[src/rtl/register_file.sv]
// General-purpose register bank: DEPTH x WIDTH entries with two combinational
// read ports and one synchronous write port. Entry 0 is hardwired to zero.
// With BYPASS set, a legal write is forwarded to the read ports in the same
// cycle. Writes to entry 0 or beyond DEPTH-1 are dropped and raise no wr_ack.
module register_file #(
   parameter int               WIDTH     = 32,
   parameter int               DEPTH     = 32,
   parameter int               ADDR_W    = 5,
   parameter int               BYPASS    = 1,
   parameter logic [WIDTH-1:0] RESET_VAL = '0
) (
   input  logic              CLK,
   input  logic              RST_N,
   input  logic              we,
   input  logic [ADDR_W-1:0] waddr,
   input  logic [WIDTH-1:0]  wdata,
   input  logic [ADDR_W-1:0] raddr1,
   output logic [WIDTH-1:0]  rdata1,
   input  logic [ADDR_W-1:0] raddr2,
   output logic [WIDTH-1:0]  rdata2,
   output logic              wr_ack
);

   genvar gi;

   // Entry 0 is never stored; the array starts at index 1.
   // Every entry is reset, so the bank is built from flops rather than RAM.
   logic [WIDTH-1:0] mem_reg [1:DEPTH-1];
   logic             wr_ack_reg;
   logic             waddr_legal;
   logic             bypass_en;

   // A write target must be non-zero and inside the populated range.
   assign waddr_legal = (waddr != '0) && (32'(waddr) < DEPTH);

   // Forwarding is only meaningful when the write will actually land, and is
   // held off during reset so reads show the stored contents.
   assign bypass_en = (BYPASS != 0) && RST_N && we && waddr_legal;

   // Storage update: reset loads RESET_VAL everywhere, otherwise one legal write.
   always_ff @(posedge CLK) begin
      for (int i = 1; i < DEPTH; i++) begin
         if (!RST_N) begin
            mem_reg[i] <= RESET_VAL;
         end else if (we && waddr_legal && (waddr == ADDR_W'(i))) begin
            mem_reg[i] <= wdata;
         end
      end
   end

   // Write acknowledge: one-cycle pulse following each accepted write.
   always_ff @(posedge CLK) begin
      if (!RST_N) begin
         wr_ack_reg <= 1'b0;
      end else begin
         wr_ack_reg <= we && waddr_legal;
      end
   end

   assign wr_ack = wr_ack_reg;

   // Two identical read ports; index 0 serves raddr1, index 1 serves raddr2.
   for (gi = 0; gi < 2; gi++) begin : g_rport
      logic [ADDR_W-1:0] raddr_sel;
      logic [WIDTH-1:0]  rdata_next;

      assign raddr_sel = (gi == 0) ? raddr1 : raddr2;

      // Read mux: zero by default (covers entry 0 and out-of-range), stored
      // entry on a match, forwarded write data when bypass applies.
      always_comb begin
         rdata_next = '0;
         for (int i = 1; i < DEPTH; i++) begin
            if (raddr_sel == ADDR_W'(i)) begin
               rdata_next = mem_reg[i];
            end
         end
         if (bypass_en && (raddr_sel == waddr)) begin
            rdata_next = wdata;
         end
      end
   end

   assign rdata1 = g_rport[0].rdata_next;
   assign rdata2 = g_rport[1].rdata_next;

endmodule

[config.mk]
export PLATFORM = sky130hd
export DESIGN_NAME = register_file
export DESIGN_NICKNAME = d
export VERILOG_FILES = /design/src/rtl/register_file.sv
export SDC_FILE = /design/constraint.sdc
export NUM_CORES = 2
export LEC_CHECK = 0
export ABC_AREA = 0
export CORE_MARGIN = 5
export CORE_UTILIZATION = 40
export CTS_BUF_LIST = sky130_fd_sc_hd__clkbuf_4
export DETAILED_ROUTE_END_ITERATION = 8
export GPL_ROUTABILITY_DRIVEN = 0
export HOLD_SLACK_MARGIN = 0.12
export PLACE_DENSITY_LB_ADDON = 0.1
export SYNTH_ARGS = -nofsm -noshare
export SYNTH_HDL_FRONTEND = slang
export SYNTH_SLANG_ARGS = --single-unit
[constraint.sdc]
create_clock -name CLK -period 5.8 [get_ports CLK]
set_input_delay 1.74 -clock CLK [delete_from_list [all_inputs] [get_ports CLK]]
set_output_delay 1.74 -clock CLK [all_outputs]
set_load 0.01 [all_outputs]
==> metrics.txt <==
failing checks=negative setup slack; sw power=5.86 mW; setup tns final=-1.49 ns; Async SR Flop Fraction=0%; Leakage=28.7 nW; syn nets=5513; Sequential Power Share=45.3%; Worst VDD drop=around 0.25 mV; initial antenna violation count=13; Die Ht=just under 400 µm; Post-Synthesis Cells=between 5k and 6k; wire per inst=34.4 µm; kind of critical path=in -> out; max-cap violations=0; CP Data Required Time=4.06 ns; mapped cell area=around 0.057 mm²; die width=between 300 and 400 µm; clock root cell=clkbuf_4; Final Util=54.1%; status=finished with violations; final setup violation count=27; area occupied by multi-input gates=roughly 0.027 mm²; crit-path max FO=8; Final Max Slew Viols=0; RSZ-0062 raised after global routing=true; # clock sinks=between 900 and 1k; syn_area_per_cell=10.3 µm²; clock buffer count from CTS=~300; CTS tree=built; Logic pwr share=a little under a fifth; top-count cell post-synth=edfxtp_1; Final Hold Viols=0; synth cell count leaders=edfxtp_1, and2_1, o21ai_0; PnR worst setup slack=-0.214 ns; fmax=about 0.17 GHz; vias in the first global route=52.7k; post-synth top area cell=edfxtp_1; boundary pin count=around 120; H-tree levels=5; Post-synth EDFFs=992; Tmin final=approximately 6 ns; Layout area overhead=35.0%; Post-DP HPWL=208 mm; Crit. End Element=output pin; slew margin rel.=~33%; top_reg_cell synth=edfxtp_1; top cell type's share of synthesized area=between 50% and 60%; Initial Utilization=40.1%; total core area=0.141 mm²; CP arrival=~4.3 ns; final WL=297 mm; critical path startpoint category=input port; Final ANT Viol Nets=0; Int Power=approximately 13 mW; Port Buffers=114; yosys warns=0; share of cells above drive strength 1=34.2%; gr ovfl total=0; top cells by area, synth=edfxtp_1, and2_1, o21ai_0; drt pass-1 iters=7; Register Area=about 0.030 mm²; Switching Share=slightly above 30%; via count=about 56k; Worst-Margin Slew=about 1.0 ns; Via density=6.46; total power=around 19 mW; gr usage total=between 30% and 40%; Final Cycle Share=104%; sequential area share after synthesis=52.7%; Final nets=6588; Total Die Area=around 0.15 mm²; Power per Cell Area=between 200 and 250 mW/mm²; Netlist cell types=100; Worst Setup Slack post-DPL=-1.26 ns; CTS clock-pin slew for the worst setup and hold paths=approximately 0.07 ns; Filler cells=~13k; row count=138; First DRT Iteration DRCs=9247; type of the worst min-delay path=in -> reg; largest net degree at the start of global routing=40; Clk network pwr share=between 30% and 40%; hold_buf cts=0; number of synthesized register bits=approximately 1000; Residual DRC=0; CTS Buffer Depth=4; number of flip-flops in the largest register=around 990; first-pass GRT wire length=just over 400 mm
critical path, cell delays in order:
cell	delay (ns)
buf_16	0.14
or3b_4	0.41
buf_12	0.16
nor2_4	0.12
buf_12	0.11
buf_12	0.09
nor2_2	0.03
and3_4	0.18
o41ai_4	0.62
buf_4	0.24
a21oi_4	0.06
o22a_1	0.23
buf_6	0.14
power by group through the flow:
stage	Sequential, mW	Clock (mW)	Combinational [mW]
2_1_floorplan	8.61	0	1.26
3_3_place_gp	8.71	0	2.99
3_5_place_dp	8.71	0	2.99
4_1_cts	8.57	6.82	3.26
5_1_grt	8.62	7.23	3.64
6_report	8.60	6.78	3.61
what timing repair did:
action / CTS / global route
setup endpoints to repair: 64 / 62
setup buffers: 101 / 80
resized for setup: 807 / 369
pin swaps: 156 / 194
cloned: 14 / 13
kinds of logic (layout without fill, tap and decap cells):
group	Yosys count	count (layout)	synth area share [%]
AO/OA/AOI/OAI	1688	1688	18.8
XOR/XNOR	11	11	0.170
buffers and inverters	589	1859	4.79
flip-flops	993	993	52.7
multiplexers	245	245	4.78
other	0	16	0
AND/OR/NAND/NOR	1937	1937	18.8
placed cells by master, fill, tap and decap left out, drive strengths merged, types with 21 or more instances in the layout:
cell type	count
a221oi	41
mux2i	199
clkbuf	450
nand4	38
a31oi	45
o31ai	25
mux2	29
nor2b	22
a2111oi	23
o22ai	152
clkdlybuf4s50	34
a211oi	41
a32oi	21
o221ai	56
nor3	209
edfxtp	992
nand3	74
and3	27
a22o	27
o21ai	537
nor4	24
and2	873
inv	36
clkinv	64
o21a	30
a21oi	375
nor2	315
buf	1258
a22oi	127
nand2	248
nand2b	27
o211ai	40
routing by layer:
metal / track usage [%] / vias up / wire, µm
met4: 20.1 / 4 / 20100
met5: 0 / - / 22
met3: 12.1 / 1117 / 42000
met2: 55.3 / 4684 / 124000
met1: 51.1 / 27200 / 111000
li1: - / 22800 / -
stage by stage:
| step | hold WS (ns) | std cells | instance area, µm² |
|---|---|---|---|
| after floorplan | 1.91 | 5463 | 56500 |
| after global placement | 2.26 | 7939 | 67000 |
| after detailed placement | 2.25 | 7941 | 67000 |
| after CTS | 0.881 | 8547 | 74000 |
| after global routing | 0.957 | 8632 | 76300 |
| final | 0.935 | 8639 | 76300 |
cell type report:
class	instances	share of cell area, %
flip-flops and latches	993	39.1
multi-input cells	3881	35.9
repair buffers	1326	17.1
clock buffers	431	4.24
well taps	1890	3.10
clock inverters	67	0.382
inverters	35	0.182
diodes	16	0.0525
final timing paths:
check                 start           endpoint  cells after the start
setup / recovery  raddr1[2]         rdata1[26]                     13
hold / removal        RST_N  wr_ack$_SDFF_PN0_                      4
Power figures use the tool's default switching activity.
